### src/rtl/game_sequencer_if.sv
// rtl/game_sequencer_if.sv - handshake/status bundle between game logic and game_sequencer
// pause exists only when SEQ_PAUSE_EN is defined.
interface game_sequencer_if;
  logic       frame_start;
  logic       start;
  logic       shark_hit;
  logic       bottle_hit;
`ifdef SEQ_PAUSE_EN
  logic       pause;
`endif
  logic       shark_ack;
  logic       bottle_ack;
  logic       move_tick;
  logic       reload;
  logic [2:0] state;
  logic [2:0] lives;
  logic [3:0] score;

`ifdef SEQ_PAUSE_EN
  modport master (output frame_start, start, shark_hit, bottle_hit, pause,
                  input  shark_ack, bottle_ack, move_tick, reload, state, lives, score);
  modport slave  (input  frame_start, start, shark_hit, bottle_hit, pause,
                  output shark_ack, bottle_ack, move_tick, reload, state, lives, score);
`else
  modport master (output frame_start, start, shark_hit, bottle_hit,
                  input  shark_ack, bottle_ack, move_tick, reload, state, lives, score);
  modport slave  (input  frame_start, start, shark_hit, bottle_hit,
                  output shark_ack, bottle_ack, move_tick, reload, state, lives, score);
`endif
endinterface

### src/rtl/game_sequencer.sv
// rtl/game_sequencer.sv - game flow FSM: lives, score, move ticks, respawn and request acks
// Optional pause feature enabled by defining SEQ_PAUSE_EN.
module game_sequencer #(
  parameter int LIVES          = 3,
  parameter int WIN_BOTTLES    = 8,
  parameter int RESPAWN_FRAMES = 60,
  parameter int TICK_DIV       = 2
) (
  input  logic            clk,
  input  logic            rst,
  game_sequencer_if.slave bus
);

  typedef enum logic [2:0] {
    S_IDLE      = 3'd0,
    S_PLAY      = 3'd1,
    S_RESPAWN   = 3'd2,
    S_GAME_OVER = 3'd3,
    S_WIN       = 3'd4,
    S_PAUSED    = 3'd5
  } state_t;

  state_t     state_q, state_d;
  logic [2:0] lives_q, lives_d;
  logic [3:0] score_q, score_d;
  logic [3:0] frame_cnt_q, frame_cnt_d;
  logic [7:0] respawn_cnt_q, respawn_cnt_d;
  logic       shark_ack_q, shark_ack_d;
  logic       bottle_ack_q, bottle_ack_d;
  logic       move_tick_q, move_tick_d;
  logic       reload_q, reload_d;
  logic       hold_req;
  logic       pause_req;
  logic       take_shark;
  logic       take_bottle;
  logic [3:0] score_inc;

`ifdef SEQ_PAUSE_EN
  assign pause_req = bus.pause;
`else
  assign pause_req = 1'b0;
`endif

  // A request is taken only if its ack was low last cycle, so acks never repeat back to back.
  assign take_shark  = bus.shark_hit  && !shark_ack_q;
  assign take_bottle = bus.bottle_hit && !bottle_ack_q;
  assign score_inc   = (score_q == 4'd15) ? score_q : score_q + 4'd1;

  always_ff @(posedge clk or posedge rst) begin
    if (rst) begin
      state_q       <= S_IDLE;
      lives_q       <= 3'd0;
      score_q       <= 4'd0;
      frame_cnt_q   <= 4'd0;
      respawn_cnt_q <= 8'd0;
      shark_ack_q   <= 1'b0;
      bottle_ack_q  <= 1'b0;
      move_tick_q   <= 1'b0;
      reload_q      <= 1'b0;
    end else begin
      state_q       <= state_d;
      lives_q       <= lives_d;
      score_q       <= score_d;
      frame_cnt_q   <= frame_cnt_d;
      respawn_cnt_q <= respawn_cnt_d;
      shark_ack_q   <= shark_ack_d;
      bottle_ack_q  <= bottle_ack_d;
      move_tick_q   <= move_tick_d;
      reload_q      <= reload_d;
    end
  end

  always_comb begin
    state_d       = state_q;
    lives_d       = lives_q;
    score_d       = score_q;
    frame_cnt_d   = frame_cnt_q;
    respawn_cnt_d = respawn_cnt_q;
    move_tick_d   = 1'b0;
    reload_d      = 1'b0;
    hold_req      = 1'b0;

    case (state_q)
      S_IDLE: begin
        if (bus.start) begin
          state_d     = S_PLAY;
          reload_d    = 1'b1;
          lives_d     = 3'(LIVES);
          score_d     = 4'd0;
          frame_cnt_d = 4'd0;
        end
      end

      S_PLAY: begin
        if (pause_req) begin
          state_d  = S_PAUSED;
          hold_req = 1'b1;
        end else begin
          if (bus.frame_start) begin
            if (frame_cnt_q == 4'(TICK_DIV - 1)) begin
              move_tick_d = 1'b1;
              frame_cnt_d = 4'd0;
            end else begin
              frame_cnt_d = frame_cnt_q + 4'd1;
            end
          end
          // Shark wins over a simultaneous bottle; the bottle is still acked but not scored.
          if (take_shark) begin
            if (lives_q > 3'd1) begin
              lives_d       = lives_q - 3'd1;
              reload_d      = 1'b1;
              respawn_cnt_d = 8'(RESPAWN_FRAMES);
              state_d       = S_RESPAWN;
            end else begin
              lives_d = 3'd0;
              state_d = S_GAME_OVER;
            end
          end else if (take_bottle) begin
            score_d = score_inc;
            if (score_inc == 4'(WIN_BOTTLES)) begin
              state_d = S_WIN;
            end
          end
        end
      end

      S_RESPAWN: begin
        if (bus.frame_start) begin
          if (respawn_cnt_q <= 8'd1) begin
            respawn_cnt_d = 8'd0;
            frame_cnt_d   = 4'd0;
            state_d       = S_PLAY;
          end else begin
            respawn_cnt_d = respawn_cnt_q - 8'd1;
          end
        end
      end

      S_GAME_OVER, S_WIN: begin
        if (bus.start) begin
          state_d = S_IDLE;
        end
      end

`ifdef SEQ_PAUSE_EN
      S_PAUSED: begin
        hold_req = 1'b1;
        if (pause_req) begin
          state_d = S_PLAY;
        end
      end
`endif

      default: state_d = S_IDLE;
    endcase

    shark_ack_d  = take_shark  && !hold_req;
    bottle_ack_d = take_bottle && !hold_req;
  end

  assign bus.state      = state_q;
  assign bus.lives      = lives_q;
  assign bus.score      = score_q;
  assign bus.shark_ack  = shark_ack_q;
  assign bus.bottle_ack = bottle_ack_q;
  assign bus.move_tick  = move_tick_q;
  assign bus.reload     = reload_q;

endmodule

### src/flat_wrapper.sv
// flat-port wrapper written by rule: the top's interface ports become plain ports
module game_sequencer_flat 
#(
  parameter int LIVES          = 3,
  parameter int WIN_BOTTLES    = 8,
  parameter int RESPAWN_FRAMES = 60,
  parameter int TICK_DIV       = 2
)
  (clk, rst, bus_frame_start, bus_start, bus_shark_hit, bus_bottle_hit, bus_shark_ack, bus_bottle_ack, bus_move_tick, bus_reload, bus_state, bus_lives, bus_score);
  game_sequencer_if bus_i ();
  input  logic clk;
  input  logic rst;
  input wire logic [$bits(bus_i.frame_start)-1:0] bus_frame_start;
  input wire logic [$bits(bus_i.start)-1:0] bus_start;
  input wire logic [$bits(bus_i.shark_hit)-1:0] bus_shark_hit;
  input wire logic [$bits(bus_i.bottle_hit)-1:0] bus_bottle_hit;
  output wire logic [$bits(bus_i.shark_ack)-1:0] bus_shark_ack;
  output wire logic [$bits(bus_i.bottle_ack)-1:0] bus_bottle_ack;
  output wire logic [$bits(bus_i.move_tick)-1:0] bus_move_tick;
  output wire logic [$bits(bus_i.reload)-1:0] bus_reload;
  output wire logic [$bits(bus_i.state)-1:0] bus_state;
  output wire logic [$bits(bus_i.lives)-1:0] bus_lives;
  output wire logic [$bits(bus_i.score)-1:0] bus_score;
  assign bus_i.frame_start = bus_frame_start;
  assign bus_i.start = bus_start;
  assign bus_i.shark_hit = bus_shark_hit;
  assign bus_i.bottle_hit = bus_bottle_hit;
  assign bus_shark_ack = bus_i.shark_ack;
  assign bus_bottle_ack = bus_i.bottle_ack;
  assign bus_move_tick = bus_i.move_tick;
  assign bus_reload = bus_i.reload;
  assign bus_state = bus_i.state;
  assign bus_lives = bus_i.lives;
  assign bus_score = bus_i.score;
  game_sequencer #(.LIVES(LIVES), .WIN_BOTTLES(WIN_BOTTLES), .RESPAWN_FRAMES(RESPAWN_FRAMES), .TICK_DIV(TICK_DIV)) u_core (.clk(clk), .rst(rst), .bus(bus_i));
endmodule
### config.mk
export PLATFORM = sky130hd
export DESIGN_NAME = game_sequencer_flat
export DESIGN_NICKNAME = d
export VERILOG_FILES = /design/src/rtl/game_sequencer_if.sv /design/src/rtl/game_sequencer.sv /design/src/flat_wrapper.sv
export SDC_FILE = /design/constraint.sdc
export NUM_CORES = 1
export LEC_CHECK = 0
export BUFFER_PORTS_ARGS = -buffer_cell sky130_fd_sc_hd__buf_2
export CAP_MARGIN = 20
export CORE_MARGIN = 2
export CORE_UTILIZATION = 55
export DETAILED_ROUTE_END_ITERATION = 10
export PLACE_DENSITY = 0.84
export SLEW_MARGIN = 5
export SYNTH_ARGS = -nofsm -noshare
export SYNTH_HDL_FRONTEND = slang
export SYNTH_SLANG_ARGS = --single-unit
### constraint.sdc
create_clock -name clk -period 4.5 [get_ports clk]
set_input_delay 0.9 -clock clk [delete_from_list [all_inputs] [get_ports clk]]
set_output_delay 0.9 -clock clk [all_outputs]
set_load 0.01 [all_outputs]
==> metrics <==
status complete, no violations; post-synthesis instance area 1640 µm²; initial standard-cell utilization of the core approximately 60%; routed via count roughly 1500; number of distinct library cells after synthesis 52; CP required ~4.7 ns; Synth async-reset ratio 100%; list of cells traversed by the critical path buf_2 -> nor4b_1 -> a21o_1 -> or2_2 -> mux2_2; Die Ht 58.6 µm; transition time at the pin with the least slew margin 0.885 ns; flip-flop and latch count after synthesis 26; mean instance size in the synthesized netlist 9.52 µm²; Antenna Cells 0; Final Hold Fails 0; clock tree from TritonCTS built; Tot GR Track Use 23.7%; most frequent standard cell in the layout excluding fill and tap cells sky130_fd_sc_hd__dfrtp_1; DRC violations left 0; switching fraction of total power 44.9%; dominant register cell in the synthesized netlist sky130_fd_sc_hd__dfrtp_1; class of the tightest hold or removal check reg -> reg; number of standard-cell rows in the floorplan 19; synthesis-to-finish area growth 10.2%; max capacitance violation total 0; drt first pass iters 4; Max clock buf depth 2; cell internal pwr ~560 µW; number of buffers added by the clock tree synthesis step 3; clock slew seen by the registers of the worst setup and hold paths about 0.15 ns; Switch Pwr 457 µW; CP Max Fanout 5; number of flops mapped to enable cells by yosys 0; Total Negative Setup Slacks 0 ns; ratio of cells with drive above 1 in the final layout slightly above 20%; residual antenna-violating net count after detailed routing 0; core outline area between 2000 and 3000 µm²; last weighted congestion value of the routability-driven placer around 0.86; cell with the biggest individual delay on the critical path sky130_fd_sc_hd__nor4b_1; sequential area share after synthesis around 40%; startpoint kind of the worst setup timing path input pin; Post-CTS Setup Inserts 0; number of global-route vias before repair ~1300; Initial DRC Count 81; portion of the clock cycle consumed by the worst path in the final layout 49.8%; root buf cell sky130_fd_sc_hd__clkbuf_4; total gr overflow 0; maximum clock rate ~450 MHz; number of nets in the layout ~200; standby leakage power 0.864 nW; unrepaired setup endpoints after global routing false; Die Wd 58.6 µm; Critical Path Sink Type flop; total number of yosys warnings 0; worst slew slack as a fraction of its limit 40.2%; maximum single-stage delay on the critical path 0.73 ns; number of antenna violations at the first check in global routing 0; vias per cell between 6 and 7; clock network latency to the later pin of the worst-skew pair between 0.3 and 0.4 ns; worst-case vdd ir drop 465 µV; clock skew after layout approximately 0.01 ns; post-synthesis net count between 150 and 200; total number of clock tree sinks 26; Post-Syn Instances between 150 and 200; arrival time worst endpoint 2.47 ns; clock network power share approximately an eighth; sequential group share of total power 39.9%; critical path class in -> reg; Total Routed Length 3.82 mm; count of pins over their slew limit 0; post-detailed-placement half-perimeter wirelength about 2.8 mm; first-pass GRT wire length about 6.2 mm; deepest level of the CTS H-tree 1; # IOs 20; post-layout utilization of the core between 60% and 70%; Logic pwr share between 40 and 50%; input/output buffers 19; total power divided by cell area 564 nW/µm²; number of instances resized during post-cts repair 0; maximum number of pins on one net before global-route repair 27; Final Setup Violations 0; leading cell types in the layout, fill and taps excluded sky130_fd_sc_hd__dfrtp_1 (26), sky130_fd_sc_hd__buf_2 (19), sky130_fd_sc_hd__nor2_1 (14); die outline area 3430 µm²; Filler Cells Inserted 227; crit path time final 2.24 ns; Hold-fix buffers, CTS 0; WL/cell 17.3 µm
[Yosys cell counts (2+ instances only)]
master | count | share of area (%)
sky130_fd_sc_hd__a21oi_1 | 4 | 1.2
sky130_fd_sc_hd__o211a_1 | 2 | 1.2
sky130_fd_sc_hd__nor2b_1 | 3 | 1.1
sky130_fd_sc_hd__or2_2 | 5 | 1.9
sky130_fd_sc_hd__o22ai_1 | 6 | 2.3
sky130_fd_sc_hd__mux2_2 | 2 | 1.4
sky130_fd_sc_hd__a21o_1 | 3 | 1.4
sky130_fd_sc_hd__nand2_1 | 5 | 1.1
sky130_fd_sc_hd__o211ai_1 | 4 | 1.8
sky130_fd_sc_hd__o21ai_1 | 2 | 0.61
sky130_fd_sc_hd__nor3_1 | 5 | 1.5
sky130_fd_sc_hd__and3_1 | 3 | 1.1
sky130_fd_sc_hd__nor4b_1 | 2 | 1.1
sky130_fd_sc_hd__mux2i_1 | 3 | 1.8
sky130_fd_sc_hd__dfrtp_1 | 26 | 40
sky130_fd_sc_hd__a211o_1 | 2 | 1.1
sky130_fd_sc_hd__o2bb2ai_1 | 3 | 1.6
sky130_fd_sc_hd__o21ai_0 | 7 | 2.1
sky130_fd_sc_hd__a2bb2oi_1 | 2 | 1.1
sky130_fd_sc_hd__buf_2 | 4 | 1.2
sky130_fd_sc_hd__nor2_1 | 14 | 3.2
sky130_fd_sc_hd__a31oi_1 | 3 | 1.1
sky130_fd_sc_hd__nand3_1 | 8 | 2.4
sky130_fd_sc_hd__inv_1 | 11 | 2.5
sky130_fd_sc_hd__nand2b_1 | 5 | 1.9
sky130_fd_sc_hd__ha_1 | 7 | 5.3
sky130_fd_sc_hd__nor3b_1 | 4 | 1.8
sky130_fd_sc_hd__clkbuf_1 | 2 | 0.46
sky130_fd_sc_hd__nor4_1 | 2 | 0.76
[registers in the layout, summed over array words and instances, names as in the netlist]
signal / cells
u_core.bus.state: 3
u_core.bus.shark_ack: 1
u_core.bus.reload: 1
u_core.bus.bottle_ack: 1
u_core.bus.move_tick: 1
u_core.respawn_cnt_q: 8
u_core.bus.score: 4
u_core.frame_cnt_q: 4
u_core.bus.lives: 3
[logic make-up after synthesis]
family / synth area share, %
AO/OA/AOI/OAI: 21.5
AND/OR/NAND/NOR: 25.3
buffers and inverters: 4.89
adder cells (fa/ha/maj): 5.35
multiplexers: 3.21
flip-flops: 39.7
[through the flow]
stage	total power [mW]	instance area (µm²)	hold slack, ns	setup slack, ns	std cells
floorplan	0.748	1640	0.481	2.40	172
global placement	0.855	1740	0.466	2.09	216
detailed placement	0.886	1740	0.500	1.96	216
CTS	1.01	1780	0.521	2.31	220
global route	1.09	1800	0.540	2.13	221
finish	1.02	1800	0.524	2.26	221
[critical path, delay by kind of cell]
| family | cells | cell delay [ns] |
|---|---|---|
| AOI/OAI and AO/OA | 1 | 0.22 |
| and+or+nand+nor | 2 | 0.90 |
| muxes | 1 | 0.33 |
| buffers and inverters | 1 | 0.12 |
[power by group through the flow]
stage	Sequential (mW)	Combinational, mW	Clock [mW]
4_1_cts	0.403	0.483	0.125
6_report	0.406	0.489	0.122
3_5_place_dp	0.408	0.478	0
3_3_place_gp	0.400	0.455	0
5_1_grt	0.418	0.540	0.130
2_1_floorplan	0.384	0.363	0
[layout make-up]
cell class / count / area (µm²) / area share, %
multi-input combinational: 128 / 907 / 50.3
sequential: 26 / 651 / 36.1
timing repair buffer: 21 / 130 / 7.21
inverter: 11 / 41.3 / 2.29
tap: 31 / 38.8 / 2.15
clock buffer: 4 / 36.3 / 2.01
[routing by layer]
metal | track usage, % | part of all wire [%] | routed length (µm) | vias to the layer above
met2 | 39.5 | 49 | 1880 | 48
met4 | 8.12 | 1.1 | 41 | 0
li1 | - | - | - | 677
met1 | 32.8 | 46 | 1740 | 733
met5 | 0 | 0 | 0 | -
met3 | 1.98 | 4.0 | 153 | 5
[final timing paths]
path	startpoint	end	slack (ns)	cells past startpoint
min	u_core.bus.bottle_ack$_DFF_PP0_	u_core.bus.bottle_ack$_DFF_PP0_	0.52	1
min reg2reg	u_core.bus.bottle_ack$_DFF_PP0_	u_core.bus.bottle_ack$_DFF_PP0_	0.52	1
max	bus_start	u_core.frame_cnt_q[1]$_DFFE_PP0P_	2.26	5
max reg2reg	u_core.bus.state[0]$_DFFE_PP0P_	u_core.frame_cnt_q[1]$_DFFE_PP0P_	2.33	4
max in group asynchronous	rst	u_core.respawn_cnt_q[0]$_DFFE_PP0P_	3.44	3
min in group asynchronous	rst	u_core.bus.score[3]$_DFFE_PP0P_	0.59	2
(Power assumes the default switching activity.)
